File: src/rtl/uart_tx_serializer_if.sv
// uart_tx_serializer_if: parallel request side and serial/status side of the UART transmitter
interface uart_tx_serializer_if #(
    parameter int DATA_WIDTH = 8,
    parameter int PRESCALE_WIDTH = 6
);
    logic [DATA_WIDTH-1:0] p_data;
    logic data_valid;
    logic par_en;
    logic par_typ;
    logic [PRESCALE_WIDTH-1:0] prescale;
    logic tx_out;
    logic busy;
    logic frame_done;
    modport master (
        output p_data, data_valid, par_en, par_typ, prescale,
        input tx_out, busy, frame_done
    );
    modport slave (
        input p_data, data_valid, par_en, par_typ, prescale,
        output tx_out, busy, frame_done
    );
endinterface

File: src/rtl/uart_tx_serializer.sv
// uart_tx_serializer: start/MSB-first data/optional parity/stop framing with per-frame latched prescale
module uart_tx_serializer #(
    parameter int DATA_WIDTH = 8,
    parameter int PRESCALE_WIDTH = 6
) (
    input logic clk,
    input logic rst,
    uart_tx_serializer_if.slave bus
);
    localparam int PW = PRESCALE_WIDTH;
    localparam int BW = DATA_WIDTH > 1 ? $clog2(DATA_WIDTH) : 1;
    typedef enum logic [2:0] {IDLE, START, DATA, PARITY, STOP} state_t;
    state_t state_q, state_d;
    logic [PW-1:0] cyc_q, cyc_d, pre_q;
    logic [BW-1:0] bit_q, bit_d;
    logic [DATA_WIDTH-1:0] data_q;
    logic par_q, par_en_q, tx_q, busy_q, done_q;
    logic wrap, last_bit;
    assign wrap = cyc_q == pre_q - PW'(1);
    assign last_bit = bit_q == BW'(DATA_WIDTH - 1);
    assign bus.tx_out = tx_q;
    assign bus.busy = busy_q;
    assign bus.frame_done = done_q;
    always_comb begin
        state_d = state_q;
        cyc_d = wrap ? '0 : cyc_q + PW'(1);
        bit_d = bit_q;
        case (state_q)
            IDLE: begin
                cyc_d = '0;
                bit_d = '0;
                state_d = bus.data_valid ? START : IDLE;
            end
            START: state_d = wrap ? DATA : START;
            DATA: begin
                state_d = wrap && last_bit ? (par_en_q ? PARITY : STOP) : DATA;
                bit_d = wrap && !last_bit ? bit_q + BW'(1) : bit_q;
            end
            PARITY: state_d = wrap ? STOP : PARITY;
            STOP: state_d = wrap ? IDLE : STOP;
            default: state_d = IDLE;
        endcase
    end
    always_ff @(posedge clk) begin
        if (rst) begin
            state_q <= IDLE;
            cyc_q <= '0;
            bit_q <= '0;
            data_q <= '0;
            par_q <= 1'b0;
            par_en_q <= 1'b0;
            pre_q <= PW'(1);
            tx_q <= 1'b1;
            busy_q <= 1'b0;
            done_q <= 1'b0;
        end else begin
            state_q <= state_d;
            cyc_q <= cyc_d;
            bit_q <= bit_d;
            if (state_q == IDLE && bus.data_valid) begin
                data_q <= bus.p_data;
                par_en_q <= bus.par_en;
                par_q <= ^bus.p_data ^ bus.par_typ;
                pre_q <= bus.prescale == '0 ? PW'(1) : bus.prescale;
            end
            tx_q <= state_d == START ? 1'b0 :
                    state_d == DATA ? data_q[BW'(DATA_WIDTH - 1) - bit_d] :
                    state_d == PARITY ? par_q : 1'b1;
            busy_q <= state_d != IDLE;
            done_q <= state_d == STOP && cyc_d == pre_q - PW'(1);
        end
    end
endmodule

File: src/flat_wrapper.sv
// flat-port wrapper written by rule: the top's interface ports become plain ports
module uart_tx_serializer_flat 
#(
    parameter int DATA_WIDTH = 8,
    parameter int PRESCALE_WIDTH = 6
)
  (clk, rst, bus_p_data, bus_data_valid, bus_par_en, bus_par_typ, bus_prescale, bus_tx_out, bus_busy, bus_frame_done);
  uart_tx_serializer_if #(.DATA_WIDTH(DATA_WIDTH), .PRESCALE_WIDTH(PRESCALE_WIDTH)) bus_i ();
  input logic clk;
  input logic rst;
  input wire logic [$bits(bus_i.p_data)-1:0] bus_p_data;
  input wire logic [$bits(bus_i.data_valid)-1:0] bus_data_valid;
  input wire logic [$bits(bus_i.par_en)-1:0] bus_par_en;
  input wire logic [$bits(bus_i.par_typ)-1:0] bus_par_typ;
  input wire logic [$bits(bus_i.prescale)-1:0] bus_prescale;
  output wire logic [$bits(bus_i.tx_out)-1:0] bus_tx_out;
  output wire logic [$bits(bus_i.busy)-1:0] bus_busy;
  output wire logic [$bits(bus_i.frame_done)-1:0] bus_frame_done;
  assign bus_i.p_data = bus_p_data;
  assign bus_i.data_valid = bus_data_valid;
  assign bus_i.par_en = bus_par_en;
  assign bus_i.par_typ = bus_par_typ;
  assign bus_i.prescale = bus_prescale;
  assign bus_tx_out = bus_i.tx_out;
  assign bus_busy = bus_i.busy;
  assign bus_frame_done = bus_i.frame_done;
  uart_tx_serializer #(.DATA_WIDTH(DATA_WIDTH), .PRESCALE_WIDTH(PRESCALE_WIDTH)) u_core (.clk(clk), .rst(rst), .bus(bus_i));
endmodule
File: config.mk
export PLATFORM = sky130hd
export DESIGN_NAME = uart_tx_serializer_flat
export DESIGN_NICKNAME = d
export VERILOG_FILES = /design/src/rtl/uart_tx_serializer_if.sv /design/src/rtl/uart_tx_serializer.sv /design/src/flat_wrapper.sv
export SDC_FILE = /design/constraint.sdc
export NUM_CORES = 1
export LEC_CHECK = 0
export CORE_ASPECT_RATIO = 2
export CORE_MARGIN = 4
export CORE_UTILIZATION = 50
export CTS_CLUSTER_DIAMETER = 150
export DETAILED_ROUTE_END_ITERATION = 16
export GPL_ROUTABILITY_DRIVEN = 0
export PLACE_DENSITY = 0.85
export SLEW_MARGIN = 20
export SYNTH_ARGS = -nofsm -noshare
export SYNTH_HDL_FRONTEND = slang
export SYNTH_SLANG_ARGS = --single-unit
File: constraint.sdc
create_clock -name clk -period 3.05 [get_ports clk]
set_clock_uncertainty 0.2 [all_clocks]
set_input_delay 0.61 -clock clk [delete_from_list [all_inputs] [get_ports clk]]
set_output_delay 0.61 -clock clk [all_outputs]
set_load 0.03 [all_outputs]
# Word level (Yosys, flattened, before mapping)

Cells that the tools add are included.

Add/sub/neg operators: 4
Order comparisons: 1
Equality and inequality tests: 11
Multiplexer cells: 17
Bitwise gates (word level): 1
Reduce and logical (&&, ||, !) cells: 9

Operators by type and width:

| operator              | count |
|---|---|
| $mux W6               | 3 |
| $mux W3               | 5 |
| $pmux W3 S5           | 1 |
| $eq A3 B2 Y1 const B  | 4 |
| $eq A6 B6 Y1          | 2 |
| $eq A3 B3 Y1 const B  | 3 |
| $reduce_xor A8 Y1     | 1 |
| $add A6 B1 Y6 const B | 1 |
| $eq A3 B1 Y1 const B  | 2 |
| $logic_not A6 Y1      | 1 |
| $pmux W3 S2           | 1 |
| $sub A6 B1 Y6 const B | 1 |
| $mux W1               | 5 |
| $logic_and A1 B1 Y1   | 4 |
| $lt A3 B4 Y1 const B  | 1 |
| $add A3 B1 Y3 const B | 1 |
| $bmux W1 S3           | 1 |
| $logic_not A3 Y1      | 1 |
| $reduce_bool A3 Y1    | 1 |
| $sub A3 B3 Y3 const A | 1 |
| $mux W2               | 1 |
| $logic_not A1 Y1      | 1 |
| $xor A1 B1 Y1         | 1 |

Flip-flop bits (word level): 31
Input bits: 19
Output and inout port bits: 3
Word-level logic and storage cells: 53

# Logic depth before layout (Yosys ltp)

Word-level depth: 10
Mapped depth: 10
Mapped depth without buffers: 10

# Least setup slack after synthesis

OpenSTA, ideal clock, no wires.

Path kind: register to register
Start point: register u_core.pre_q[0]
End point: register u_core.tx_q (netlist: u_core.bus.tx_out)
Library setup time: 146 ps
Arrival: 2784 ps
Data required time: 2704 ps
Setup slack: -80 ps
Cell stages (with the launch flop): 11
Path buffers: 0
Period minus slack after synthesis: 3130 ps
Cells stage by stage: dfxtp_1 -> inv_1 -> ha_1 -> xnor2_1 -> nor3_2 -> nand4_4 -> o311a_1 -> a311oi_2 -> mux2_1 -> a2111oi_2 -> a311oi_1

Longest elaborated chain between the ends: 10
Elaborated cells on any way between the ends: 20
Those cells by class: add/sub (2); eq/ne (4); mux (12); reduce/logical (2)

Ends and longest elaborated chain:

| element                       | line                     | source |
|---|---|---|
| start, declared               | uart_tx_serializer.sv:14 | `logic [PW-1:0] cyc_q, cyc_d, pre_q;` |
| start signal, assigned        | uart_tx_serializer.sv:64 | `pre_q <= bus.prescale == '0 ? PW'(1) : bus.prescale;` |
| $sub A6 B1 Y6 *               | uart_tx_serializer.sv:19 | `assign wrap = cyc_q == pre_q - PW'(1);` |
| $eq A6 B6 Y1 *                | uart_tx_serializer.sv:19 |  |
| $logic_and A1 B1 Y1           | uart_tx_serializer.sv:37 | `bit_d = wrap && !last_bit ? bit_q + BW'(1) : bit_q;` |
| $mux W3                       | uart_tx_serializer.sv:37 |  |
| $pmux W3 S2                   | uart_tx_serializer.sv:28 | `case (state_q)` |
| $sub A3 B3 Y3                 | uart_tx_serializer.sv:67 | `state_d == DATA ? data_q[BW'(DATA_WIDTH - 1) - bit_d] :` |
| $bmux W1 S3                   | uart_tx_serializer.sv:67 |  |
| $mux W1 (implied by the code) | uart_tx_serializer.sv:67 |  |
| $mux W1                       | uart_tx_serializer.sv:67 |  |
| $mux W1 *                     | uart_tx_serializer.sv:66 | `tx_q <= state_d == START ? 1'b0 :` |
| end signal, assigned          | uart_tx_serializer.sv:66 |  |
| end, declared                 | uart_tx_serializer.sv:17 | `logic par_q, par_en_q, tx_q, busy_q, done_q;` |

Every way passes the cells marked *; elsewhere a longest branch is shown, timed or not. The select of a mux whose other input is x is not followed.
A chain may end at the register's enable or synchronous reset.

# Worst setup path after layout

Ends and elaborated chain as after synthesis.

==> results.cfg <==
[power_and_ir_drop]
comb_power_share_pct = 34.2
power_density_nw_per_um2 = 588
power_mw = 1.45
leakage_nw = 0.902
seqPwrFrac_pct = 33.0
peakVddDrop_v = 0.000638
internal_power_mw = 0.996
clkPwrFrac_pct = 32.8
power_switching_mw = 0.452
swShare_pct = 31.2

[drt]
dr.pass1.iters = 4
drt-initial-drc-count = 59
vias_per_cell = 5.90
ant_nets = 0
drc_errors = 0
wl_um = 5070
vias = 1836
wl_per_cell_um = 16.3

[clocking]
numCtsBuffers = 5
postCtsHoldBufs = 0
insertion_delay_ns = 0.29
cts_tree = done
cts_root_buffer = clkbuf_8
cts.sinks = 31
htree_levels = 2
clkTransAtPathRegs_ns = 0.07
cts.path.max_buffers = 2

[yosys]
synth_edf_count = 0
yosysMostFrequentCell = nand2_1
postSynthAreaPerCell_um2 = 8.30
syn_nets = 248
yosysUniqueCellTypes = 51
async_flop_share_pct = 0
ys.flop_type = dfxtp_1
synth_top_area_share_pct = 33.2
yosys.area.top_type = dfxtp_1
syn_area_um2 = 1870
ys_ff_latch = 31
synth.yosys.seq_area_share_pct = 33.2
synth_commonest_cells = 40 x nand2_1, 31 x dfxtp_1, 27 x a21oi_1
ys_top_cells_by_area = dfxtp_1 33%, nand2_1 8.0%, a21oi_1 7.2%, xnor2_1 6.6%, nor3_1 3.8%
yosysWarnings = 0
postSynthCellCount = 225

[timing]
whs_ns = 0.251
worst_slack_ns = 0.0736
period_share_pct = 97.6
relSlewSlack_pct = 67.1
setup-tns-final_ns = 0
report.final.setup_viol = 0
max_slew.worst_pin.slew_ns = 0.490
drv_slew = 0
fmax_mhz = 336
hold_viol = 0
finalWorstPathRequiredPeriod_ns = 2.98

[global_route]
grt_pass1_vias = 1780
grt_use_total_pct = 22.0
grt_pass1_wl_um = 7890
grt_most_used_layer = met2
grt_max_degree = 30
met3_usage_pct = 3.32
grt_use_met2_pct = 41.7
grt.overflow.total = 0
antenna_found_initial = 0
use_met1_pct = 19.2

[placed_design]
preCtsSetupSlack_ns = 0.0171
post-place-cells = 299
dpl_cell_area_um2 = 2200
io_buffers = 21
dp_hpwl_um = 3640

[floorplanning]
start_util_pct = 51.8
core-area_um2 = 3610
ios = 22
die_w_um = 51.2
die_h_um = 94.4
die_area_um2 = 4840
row_count = 31

[worst_setup_path]
reg2reg_slack_ns = 0.07
start_kind = flop
endpoint_kind = flop
cp_max_fo = 6
worst-setup-path-type = flop to flop
cp.arrival_ns = 2.93
required_ns = 3.00
cp-startpoint = u_core.pre_q[0]$_SDFFE_PP1P_
r2r-start = u_core.pre_q[0]$_SDFFE_PP1P_

[final_layout]
nNetsFinal = 284
final_area_um2 = 2460
diodes = 0
utilization_pct = 68.3
area_delta_synth_final_pct = 31.9
instances_no_fill = 311
layout-drive-gt1-share_pct = 21.4

[worst_hold_path]
min_from = u_core.data_q[2]$_SDFFE_PP0P_
worstHoldPathType = flop to flop

[run_status]
status = finished, final reports clean

[run]
maxCapViolations = 0
## power by group through the flow
stage               sequential (mW)  combinational (mW)  clock (mW)
global route                  0.482               0.530       0.495
finish                        0.477               0.495       0.476
CTS                           0.473               0.448       0.481
detailed placement            0.482               0.421           0
floorplan                     0.476               0.287           0
global placement              0.481               0.409           0
## what timing repair did
action	CTS	global route
pin swaps	4	8
setup buffers	2	2
resized for setup	7	13
setup endpoints to repair	1	1
## cell type report
cell class              instances  area [µm²]
clock inverters                 2        60.1
flip-flops and latches         31         622
repair buffers                 40         357
inverters                       9        33.8
clock buffers                   6        72.6
fillers                       276        1140
multi-input cells             174        1260
well taps                      49        61.3
## final timing paths
path | endpoint | cells after the start
worst min register to register | u_core.data_q[2]$_SDFFE_PP0P_ | 2
worst min-delay path | u_core.data_q[2]$_SDFFE_PP0P_ | 2
worst max register to register | u_core.bus.tx_out$_SDFF_PP1_ | 10
worst max-delay path | u_core.bus.tx_out$_SDFF_PP1_ | 10
## flip-flops by register name (all words and copies together), names as in the netlist
signal	cells
u_core.par_en_q	1
u_core.cyc_q	6
u_core.data_q	8
u_core.pre_q	6
u_core.bus.frame_done	1
u_core.bus.tx_out	1
u_core.bit_q	3
u_core.state_q	3
u_core.bus.busy	1
u_core.par_q	1
## routing by layer
| layer | part of all wire [%] | wire (µm) |
|---|---|---|
| met1 | 33 | 1680 |
| met2 | 55 | 2800 |
| met3 | 3.5 | 177 |
| met4 | 8.2 | 416 |
| met5 | 0 | 0 |
## layout by cell type, fill, tap and decap left out, types with 3 or more instances in the layout
master           count
a21oi_1             25
and2_1               3
buf_4               18
clkbuf_8             5
clkdlybuf4s50_1     21
dfxtp_1             30
ha_1                 3
inv_1                8
nand2_1             40
nand3_1              3
nor2_1              12
nor3_1              14
xnor2_1             13
xor2_1               7
## kinds of logic after synthesis
family / share of synthesized area, %
AOI/OAI and AO/OA: 17.1
buffers and inverters: 4.82
muxes: 2.88
adders and majority gates: 2.68
xor gates and xnor gates: 12.8
and+or+nand+nor: 26.5
DFF: 33.2
## worst max-delay path, stage by stage (launching register included)
cell,delay [ns]
dfxtp_2,0.34
buf_4,0.15
nor4_4,0.32
a21oi_2,0.11
or2_1,0.27
buf_4,0.19
nor2_4,0.18
a31oi_4,0.12
or4_4,0.57
a2111oi_4,0.34
a311oi_2,0.06
No activity file was read; power rests on OpenSTA's default activity.
